### config.mk
export PLATFORM = sky130hd
export DESIGN_NAME = decode_ctrl_pipe_flat
export DESIGN_NICKNAME = d
export VERILOG_FILES = /design/src/rtl/decode_ctrl_pipe_if.sv /design/src/rtl/decode_ctrl_pipe.sv /design/src/flat_wrapper.sv
export SDC_FILE = /design/constraint.sdc
export NUM_CORES = 1
export LEC_CHECK = 0
export CAP_MARGIN = 20
export CORE_AREA = 2 2 152 154
export DETAILED_ROUTE_END_ITERATION = 12
export DIE_AREA = 0 0 154 156
export SKIP_CTS_REPAIR_TIMING = 1
export SKIP_LAST_GASP = 1
export SYNTH_ARGS = -nofsm -noshare
export SYNTH_HDL_FRONTEND = slang
export SYNTH_SLANG_ARGS = --single-unit
### constraint.sdc
create_clock -name clk -period 4.8 [get_ports clk]
set_input_delay 0.72 -clock clk [delete_from_list [all_inputs] [get_ports clk]]
set_output_delay 0.72 -clock clk [all_outputs]
set_load 0.005 [all_outputs]
### src/rtl/decode_ctrl_pipe_if.sv
// Decode/execute boundary bundle: decode-stage inputs, decode-side combinational
// outputs and the registered execute-stage controls and data.
interface decode_ctrl_pipe_if #(
  parameter int XLEN   = 32,
  parameter int REG_AW = 5
);
  logic              bubble_d;
  logic [31:0]       instr_d;
  logic [XLEN-1:0]   pc_d;
  logic [XLEN-1:0]   pc_plus4_d;
  logic [XLEN-1:0]   rd1_d;
  logic [XLEN-1:0]   rd2_d;
  logic [XLEN-1:0]   imm_ext_d;

  logic [1:0]        imm_src_d;
  logic [REG_AW-1:0] rs1_d;
  logic [REG_AW-1:0] rs2_d;

  logic [XLEN-1:0]   pc_e;
  logic [XLEN-1:0]   pc_plus4_e;
  logic [XLEN-1:0]   rd1_e;
  logic [XLEN-1:0]   rd2_e;
  logic [XLEN-1:0]   imm_ext_e;
  logic [REG_AW-1:0] rs1_e;
  logic [REG_AW-1:0] rs2_e;
  logic [REG_AW-1:0] rd_e;
  logic [2:0]        alu_control_e;
  logic [1:0]        result_src_e;
  logic              reg_write_e;
  logic              mem_write_e;
  logic              mem_read_e;
  logic              jump_e;
  logic              branch_e;
  logic              alu_src_e;

  modport master (
    output bubble_d, instr_d, pc_d, pc_plus4_d, rd1_d, rd2_d, imm_ext_d,
    input  imm_src_d, rs1_d, rs2_d,
    input  pc_e, pc_plus4_e, rd1_e, rd2_e, imm_ext_e, rs1_e, rs2_e, rd_e,
    input  alu_control_e, result_src_e, reg_write_e, mem_write_e, mem_read_e,
    input  jump_e, branch_e, alu_src_e
  );

  modport slave (
    input  bubble_d, instr_d, pc_d, pc_plus4_d, rd1_d, rd2_d, imm_ext_d,
    output imm_src_d, rs1_d, rs2_d,
    output pc_e, pc_plus4_e, rd1_e, rd2_e, imm_ext_e, rs1_e, rs2_e, rd_e,
    output alu_control_e, result_src_e, reg_write_e, mem_write_e, mem_read_e,
    output jump_e, branch_e, alu_src_e
  );
endinterface

### src/rtl/decode_ctrl_pipe.sv
// RV32I-subset decode control plus ID/EX pipeline register.
// Optional IDEX_FLUSH_EN adds a flush_e input that clears the ID/EX register.
module decode_ctrl_pipe #(
  parameter int XLEN   = 32,
  parameter int REG_AW = 5
) (
  input  logic clk,
  input  logic reset,
`ifdef IDEX_FLUSH_EN
  input  logic flush_e,
`endif
  decode_ctrl_pipe_if.slave bus
);

  localparam logic [6:0] OP_LW   = 7'b0000011;
  localparam logic [6:0] OP_SW   = 7'b0100011;
  localparam logic [6:0] OP_R    = 7'b0110011;
  localparam logic [6:0] OP_BEQ  = 7'b1100011;
  localparam logic [6:0] OP_IALU = 7'b0010011;
  localparam logic [6:0] OP_JAL  = 7'b1101111;

  // Bubble only affects the control-relevant fields; register fields stay live.
  logic [6:0] opcode_c;
  logic [2:0] funct3_c;
  logic       funct7b5_c;
  assign opcode_c   = bus.bubble_d ? 7'd0 : bus.instr_d[6:0];
  assign funct3_c   = bus.bubble_d ? 3'd0 : bus.instr_d[14:12];
  assign funct7b5_c = bus.bubble_d ? 1'b0 : bus.instr_d[30];

  logic unused_instr_bits;
  assign unused_instr_bits = ^{bus.instr_d[31], bus.instr_d[29:25]};

  logic       reg_write_c, alu_src_c, mem_write_c, mem_read_c, branch_c, jump_c;
  logic [1:0] imm_src_c, result_src_c, alu_op_c;
  logic [2:0] alu_control_c;

  always_comb begin
    reg_write_c  = 1'b0;
    imm_src_c    = 2'b00;
    alu_src_c    = 1'b0;
    mem_write_c  = 1'b0;
    mem_read_c   = 1'b0;
    result_src_c = 2'b00;
    branch_c     = 1'b0;
    jump_c       = 1'b0;
    alu_op_c     = 2'b00;
    case (opcode_c)
      OP_LW: begin
        reg_write_c  = 1'b1;
        alu_src_c    = 1'b1;
        mem_read_c   = 1'b1;
        result_src_c = 2'b01;
      end
      OP_SW: begin
        imm_src_c   = 2'b01;
        alu_src_c   = 1'b1;
        mem_write_c = 1'b1;
      end
      OP_R: begin
        reg_write_c = 1'b1;
        alu_op_c    = 2'b10;
      end
      OP_BEQ: begin
        imm_src_c = 2'b10;
        branch_c  = 1'b1;
        alu_op_c  = 2'b01;
      end
      OP_IALU: begin
        reg_write_c = 1'b1;
        alu_src_c   = 1'b1;
        alu_op_c    = 2'b10;
      end
      OP_JAL: begin
        reg_write_c  = 1'b1;
        imm_src_c    = 2'b11;
        result_src_c = 2'b10;
        jump_c       = 1'b1;
      end
      default: ;
    endcase
  end

  // Subtract only for R-type with funct7[5]; I-type immediates may set bit 30.
  always_comb begin
    alu_control_c = 3'b000;
    case (alu_op_c)
      2'b01: alu_control_c = 3'b001;
      2'b10: begin
        case (funct3_c)
          3'b000:  alu_control_c = (opcode_c[5] & funct7b5_c) ? 3'b001 : 3'b000;
          3'b010:  alu_control_c = 3'b101;
          3'b110:  alu_control_c = 3'b011;
          3'b111:  alu_control_c = 3'b010;
          default: alu_control_c = 3'b000;
        endcase
      end
      default: alu_control_c = 3'b000;
    endcase
  end

  assign bus.imm_src_d = imm_src_c;
  assign bus.rs1_d     = bus.instr_d[15 +: REG_AW];
  assign bus.rs2_d     = bus.instr_d[20 +: REG_AW];

  logic clear_e;
`ifdef IDEX_FLUSH_EN
  assign clear_e = reset | flush_e;
`else
  assign clear_e = reset;
`endif

  logic [XLEN-1:0]   pc_e_reg, pc_plus4_e_reg, rd1_e_reg, rd2_e_reg, imm_ext_e_reg;
  logic [REG_AW-1:0] rs1_e_reg, rs2_e_reg, rd_e_reg;
  logic [2:0]        alu_control_e_reg;
  logic [1:0]        result_src_e_reg;
  logic              reg_write_e_reg, mem_write_e_reg, mem_read_e_reg;
  logic              jump_e_reg, branch_e_reg, alu_src_e_reg;

  always_ff @(posedge clk) begin
    if (clear_e) begin
      pc_e_reg          <= '0;
      pc_plus4_e_reg    <= '0;
      rd1_e_reg         <= '0;
      rd2_e_reg         <= '0;
      imm_ext_e_reg     <= '0;
      rs1_e_reg         <= '0;
      rs2_e_reg         <= '0;
      rd_e_reg          <= '0;
      alu_control_e_reg <= '0;
      result_src_e_reg  <= '0;
      reg_write_e_reg   <= 1'b0;
      mem_write_e_reg   <= 1'b0;
      mem_read_e_reg    <= 1'b0;
      jump_e_reg        <= 1'b0;
      branch_e_reg      <= 1'b0;
      alu_src_e_reg     <= 1'b0;
    end else begin
      pc_e_reg          <= bus.pc_d;
      pc_plus4_e_reg    <= bus.pc_plus4_d;
      rd1_e_reg         <= bus.rd1_d;
      rd2_e_reg         <= bus.rd2_d;
      imm_ext_e_reg     <= bus.imm_ext_d;
      rs1_e_reg         <= bus.instr_d[15 +: REG_AW];
      rs2_e_reg         <= bus.instr_d[20 +: REG_AW];
      rd_e_reg          <= bus.instr_d[7 +: REG_AW];
      alu_control_e_reg <= alu_control_c;
      result_src_e_reg  <= result_src_c;
      reg_write_e_reg   <= reg_write_c;
      mem_write_e_reg   <= mem_write_c;
      mem_read_e_reg    <= mem_read_c;
      jump_e_reg        <= jump_c;
      branch_e_reg      <= branch_c;
      alu_src_e_reg     <= alu_src_c;
    end
  end

  assign bus.pc_e          = pc_e_reg;
  assign bus.pc_plus4_e    = pc_plus4_e_reg;
  assign bus.rd1_e         = rd1_e_reg;
  assign bus.rd2_e         = rd2_e_reg;
  assign bus.imm_ext_e     = imm_ext_e_reg;
  assign bus.rs1_e         = rs1_e_reg;
  assign bus.rs2_e         = rs2_e_reg;
  assign bus.rd_e          = rd_e_reg;
  assign bus.alu_control_e = alu_control_e_reg;
  assign bus.result_src_e  = result_src_e_reg;
  assign bus.reg_write_e   = reg_write_e_reg;
  assign bus.mem_write_e   = mem_write_e_reg;
  assign bus.mem_read_e    = mem_read_e_reg;
  assign bus.jump_e        = jump_e_reg;
  assign bus.branch_e      = branch_e_reg;
  assign bus.alu_src_e     = alu_src_e_reg;

endmodule

### src/flat_wrapper.sv
// flat-port wrapper written by rule: the top's interface ports become plain ports
module decode_ctrl_pipe_flat 
#(
  parameter int XLEN   = 32,
  parameter int REG_AW = 5
)
  (clk, reset, bus_bubble_d, bus_instr_d, bus_pc_d, bus_pc_plus4_d, bus_rd1_d, bus_rd2_d, bus_imm_ext_d, bus_imm_src_d, bus_rs1_d, bus_rs2_d, bus_pc_e, bus_pc_plus4_e, bus_rd1_e, bus_rd2_e, bus_imm_ext_e, bus_rs1_e, bus_rs2_e, bus_rd_e, bus_alu_control_e, bus_result_src_e, bus_reg_write_e, bus_mem_write_e, bus_mem_read_e, bus_jump_e, bus_branch_e, bus_alu_src_e);
  decode_ctrl_pipe_if #(.XLEN(XLEN), .REG_AW(REG_AW)) bus_i ();
  input  logic clk;
  input  logic reset;
  input wire logic [$bits(bus_i.bubble_d)-1:0] bus_bubble_d;
  input wire logic [$bits(bus_i.instr_d)-1:0] bus_instr_d;
  input wire logic [$bits(bus_i.pc_d)-1:0] bus_pc_d;
  input wire logic [$bits(bus_i.pc_plus4_d)-1:0] bus_pc_plus4_d;
  input wire logic [$bits(bus_i.rd1_d)-1:0] bus_rd1_d;
  input wire logic [$bits(bus_i.rd2_d)-1:0] bus_rd2_d;
  input wire logic [$bits(bus_i.imm_ext_d)-1:0] bus_imm_ext_d;
  output wire logic [$bits(bus_i.imm_src_d)-1:0] bus_imm_src_d;
  output wire logic [$bits(bus_i.rs1_d)-1:0] bus_rs1_d;
  output wire logic [$bits(bus_i.rs2_d)-1:0] bus_rs2_d;
  output wire logic [$bits(bus_i.pc_e)-1:0] bus_pc_e;
  output wire logic [$bits(bus_i.pc_plus4_e)-1:0] bus_pc_plus4_e;
  output wire logic [$bits(bus_i.rd1_e)-1:0] bus_rd1_e;
  output wire logic [$bits(bus_i.rd2_e)-1:0] bus_rd2_e;
  output wire logic [$bits(bus_i.imm_ext_e)-1:0] bus_imm_ext_e;
  output wire logic [$bits(bus_i.rs1_e)-1:0] bus_rs1_e;
  output wire logic [$bits(bus_i.rs2_e)-1:0] bus_rs2_e;
  output wire logic [$bits(bus_i.rd_e)-1:0] bus_rd_e;
  output wire logic [$bits(bus_i.alu_control_e)-1:0] bus_alu_control_e;
  output wire logic [$bits(bus_i.result_src_e)-1:0] bus_result_src_e;
  output wire logic [$bits(bus_i.reg_write_e)-1:0] bus_reg_write_e;
  output wire logic [$bits(bus_i.mem_write_e)-1:0] bus_mem_write_e;
  output wire logic [$bits(bus_i.mem_read_e)-1:0] bus_mem_read_e;
  output wire logic [$bits(bus_i.jump_e)-1:0] bus_jump_e;
  output wire logic [$bits(bus_i.branch_e)-1:0] bus_branch_e;
  output wire logic [$bits(bus_i.alu_src_e)-1:0] bus_alu_src_e;
  assign bus_i.bubble_d = bus_bubble_d;
  assign bus_i.instr_d = bus_instr_d;
  assign bus_i.pc_d = bus_pc_d;
  assign bus_i.pc_plus4_d = bus_pc_plus4_d;
  assign bus_i.rd1_d = bus_rd1_d;
  assign bus_i.rd2_d = bus_rd2_d;
  assign bus_i.imm_ext_d = bus_imm_ext_d;
  assign bus_imm_src_d = bus_i.imm_src_d;
  assign bus_rs1_d = bus_i.rs1_d;
  assign bus_rs2_d = bus_i.rs2_d;
  assign bus_pc_e = bus_i.pc_e;
  assign bus_pc_plus4_e = bus_i.pc_plus4_e;
  assign bus_rd1_e = bus_i.rd1_e;
  assign bus_rd2_e = bus_i.rd2_e;
  assign bus_imm_ext_e = bus_i.imm_ext_e;
  assign bus_rs1_e = bus_i.rs1_e;
  assign bus_rs2_e = bus_i.rs2_e;
  assign bus_rd_e = bus_i.rd_e;
  assign bus_alu_control_e = bus_i.alu_control_e;
  assign bus_result_src_e = bus_i.result_src_e;
  assign bus_reg_write_e = bus_i.reg_write_e;
  assign bus_mem_write_e = bus_i.mem_write_e;
  assign bus_mem_read_e = bus_i.mem_read_e;
  assign bus_jump_e = bus_i.jump_e;
  assign bus_branch_e = bus_i.branch_e;
  assign bus_alu_src_e = bus_i.alu_src_e;
  decode_ctrl_pipe #(.XLEN(XLEN), .REG_AW(REG_AW)) u_core (.clk(clk), .reset(reset), .bus(bus_i));
endmodule
---- After elaboration in Yosys (flattened, before gate mapping) ----
Cells that the tools add are included.
Widths: inputs -> output; s select.
storage, ports and cells
  output and inout bits ................... 198
  word-level logic and storage cells ...... 47
  register bits ........................... 186
  input port bits ......................... 195
cells by class
  equal/unequal tests ..................... 11
  reductions and logical operators ........ 4
  bitwise gates (word level) .............. 1
  muxes and demuxes ....................... 15
operator list
  operator            number
  $eq 7x6->1 const B  2
  $eq 7x7->1 const B  2
  $pmux 3 s4          1
  $mux 1              8
  $pmux 2 s2          2
  $eq 7x2->1 const B  1
  $eq 7x5->1 const B  1
  $mux 7              1
  $eq 3x3->1 const B  2
  $pmux 2 s3          1
  $pmux 3 s2          1
  $reduce_or 4->1     1
  $eq 3x2->1 const B  1
  $logic_not 3->1     1
  $mux 3              1
  $reduce_or 3->1     1
  $eq 2x1->1 const B  1
  $eq 2x2->1 const B  1
  $reduce_or 2->1     1
  $and 1x1->1         1

---- Logic depth before layout (Yosys ltp) ----
  depth in word-level cells ............... 6
  mapped depth ............................ 7

---- Worst setup path before layout ----
No wires, ideal clock.
  path kind ............................... in2out
  start point ............................. in bus_bubble_d
  end point ............................... out bus_imm_src_d[0]
  required time ........................... 4.080 ns
  stages on the path ...................... 3
  path slack .............................. 2.696 ns
  arrival ................................. 1.384 ns
  cells stage by stage .................... or3_4 o21bai_1 and3_1
on the way
  cells in the longest elaborated chain, start to end .. 3
  elaborated cells on any way between the ends .. 5
  those cells by class .................... 3 x eq/ne; 2 x mux
ends and longest elaborated chain
  item                                      RTL line                text
  start: declaration                        flat_wrapper.sv:11      input wire logic [$bits(bus_i.bubble_d)-1:0] bus_bubble_d;
  $mux 7 (*)                                decode_ctrl_pipe.sv:26  assign opcode_c = bus.bubble_d ? 7'd0 : bus.instr_d[6:0];
  $eq 7x7->1 or $eq 7x6->1 (tied branches)  decode_ctrl_pipe.sv:47  case (opcode_c)
  $pmux 2 s3 (*)                            decode_ctrl_pipe.sv:47
  end: declaration                          flat_wrapper.sv:18      output wire logic [$bits(bus_i.imm_src_d)-1:0] bus_imm_src_d;
Mark *: on every way between the ends. The rest lies on a longest branch, timed or not.

---- Worst setup path after layout ----
Same ends and word-level chain as after synthesis.

==> out/metrics.yaml <==
synthesis:
  synthCells: 426
  synth_compound_area_frac: 0.005258
  synthAdderAreaFrac: 0.006692
  synth_top_family_by_area: "simple AND/OR/NAND/NOR gates"
  synth_area_per_cell_um2: 12.29
  yosysUniqueCellTypes: 25
  synth_seq_cells: 185
  synthMuxAreaShare: 0.001912
  synth-simple-area-share: 0.2440
  syn_nets: 623
  yosysSeqAreaShare: 0.7075
  synthesis.area_um2: 5235
  synth_xor_area_frac: 0
  ys_warn_count: 0
grt:
  grt_pass1_vias: 4186
  grt_pass1_wl_um: 23400
  overflow: 0
  track_usage: 0.1289
  grt_max_degree: 98
  antenna_found_initial: 0
sta:
  max_freq_ghz: 0.3120
  finalMaxSlewViolations: 0
  setup_viol: 0
  finalCriticalPeriod_ns: 3.205
  maxSlewHeadroom: 0.5253
  max_slew.worst_pin.slew_ns: 0.7121
  rsz0062_at_grt: "false"
  hold_violations: 0
  fin_setup_tns_ns: 0
  finalCritPeriodShare: 0.6677
setup_path:
  path_class: "in2out"
  worst_setup_path_start_kind: "primary input"
  endpoint: "bus_imm_src_d[0]"
  crit_path_max_fanout: 6
  crit_start: "bus_bubble_d"
  critPathRequiredTime_ns: 4.08
  cp_data_arrival_time_ns: 2.48
  critPathCaptureType: "primary output"
routing:
  viasPerCell: 3.786
  ant_nets: 0
  vias: 4165
  drc: 0
  wl_um: 15830
  wl_per_cell_um: 14.39
  dr.pass1.iters: 4
  drt_iter0_markers: 128
cells_and_area:
  drive_above_1_share: 0.04908
  area_growth_pct: 88.38
  fin_nets: 999
  fin_util: 0.4410
  diodes: 0
  fillers: 2112
placed_design:
  dp_hpwl_um: 12150
  port_buffers: 386
  gp_congestion: 0.7459
floorplan:
  dieArea_um2: 24020
  core_um2: 22370
  dieWidth_um: 154
  start_util: 0.2341
  row_count: 55
  io_pins: 393
  fp.dieH_um: 156
power:
  power_frac_clock: 0.399
  power_frac_seq: 0.479
  intPower_mw: 2.620
  powerDensity_nw_per_um2: 345.6
  p_switching_uw: 788.1
  p_leak_nw: 3.752
  peakVddDrop_uv: 193.6
  p_total_mw: 3.408
  swShare: 0.2313
  p_comb_frac: 0.122
clock_tree:
  cts.sinks: 185
  cts_root_buffer: "clkbuf_16"
  clockBufferDepth: 2
  clk_pin_slew_worst_paths_ns: 0.07
  cts_tree: "done"
  cts_buffers: 17
  cts_max_level: 4
hold_path:
  min-delay-path-class: "in2reg"
run_status:
  status: "completed"
flow_run:
  maxCapViolations: 0
-- critical path, cell delays in order --
cell	delay, ns
clkdlybuf4s50_1	0.51
or3_4	0.46
o21bai_1	0.12
and3_1	0.16
clkdlybuf4s50_1	0.50
-- kinds of logic after synthesis --
| logic type | count (synthesis) |
|---|---|
| and+or+nand+nor | 202 |
| DFF | 185 |
| buffers and inverters | 32 |
| AOI/OAI and AO/OA | 3 |
| adders and majority gates | 3 |
| muxes | 1 |
-- cell usage after synthesis --
master / n / area [um2]
nor3b_1: 4 / 30.03
ha_1: 2 / 25.02
a21oi_1: 1 / 5.000
and3_1: 3 / 18.77
buf_2: 7 / 35.03
and3b_2: 1 / 10.01
a2111oi_2: 1 / 15.01
buf_4: 12 / 90.09
dfxtp_1: 185 / 3704
mux2i_1: 1 / 10.01
nor2b_1: 175 / 1095
or2_2: 1 / 6.260
and4b_1: 1 / 10.01
nand2_1: 1 / 3.750
and2b_2: 1 / 8.760
nand3_4: 1 / 17.52
maj3_1: 1 / 10.01
buf_6: 1 / 11.26
nor3_1: 5 / 25.02
o21bai_1: 1 / 7.510
nand3b_1: 3 / 22.52
inv_1: 1 / 3.750
nor2_1: 5 / 18.77
or3_4: 1 / 11.26
clkbuf_1: 11 / 41.29
-- per-layer routing --
layer	up-vias	wire, um	part of all wire	global-route usage
li1	2046	-	-	-
met1	1845	6144	0.39	0.1398
met2	251	7494	0.47	0.2140
met3	23	1857	0.12	0.06111
met4	0	335	0.021	0.06008
met5	-	0	0	0
-- cells in the final DEF, fill, tap and decap left out, drive strengths merged, types with 2 or more instances in the layout --
master,synthesis,final
inv,1,9
buf,20,3
dfxtp,185,185
clkdlybuf4s50,0,385
clkinv,0,5
ha,2,2
nor2,5,5
nor2b,175,175
nand3b,3,3
nor3,5,5
nor3b,4,4
and3,3,3
clkbuf,11,19
-- layout make-up --
| class | count | area [um2] | share of cell area |
|---|---|---|---|
| clock buffer | 19 | 442.9 | 0.04491 |
| multi-input combinational | 209 | 1350 | 0.1369 |
| tap | 285 | 356.6 | 0.03616 |
| sequential | 185 | 3704 | 0.3755 |
| inverter | 1 | 3.754 | 0.0003806 |
| timing repair buffer | 388 | 3880 | 0.3934 |
| clock inverter | 13 | 125.1 | 0.01269 |
-- worst min path at each step --
stage                      start                           to  slack [ns]  cells past startpoint
finish                     reset          u_core.bus.rs2_e[4]        0.80                      2
global route         bus_pc_d[8]           u_core.bus.pc_e[8]        0.81                      2
CTS                        reset          u_core.bus.pc_e[24]        0.79                      2
detailed placement         reset     u_core.bus.imm_ext_e[12]        1.25                      2
global placement           reset     u_core.bus.imm_ext_e[14]        1.25                      2
floorplan           bus_bubble_d  u_core.bus.alu_control_e[1]        0.80                      1
-- power groups by stage --
stage          sequential [mW]  clock (mW)  combinational (mW)
6_report                  1.63        1.36               0.415
2_1_floorplan             1.68           0              0.0821
5_1_grt                   1.64        1.47               0.447
3_5_place_dp              1.67           0               0.421
3_3_place_gp              1.67           0               0.421
4_1_cts                   1.63        1.41               0.424
-- through the flow --
stage | std cells | hold slack [ns] | instance area, um2 | setup slack, ns
2_1_floorplan | 426 | 0.7958 | 5235 | 2.696
3_3_place_gp | 1068 | 1.249 | 9294 | 1.569
3_5_place_dp | 1068 | 1.252 | 9294 | 1.601
4_1_cts | 1100 | 0.7888 | 9862 | 1.595
5_1_grt | 1100 | 0.8140 | 9862 | 1.549
6_report | 1100 | 0.8023 | 9862 | 1.595
Power figures use the tool's default switching activity.
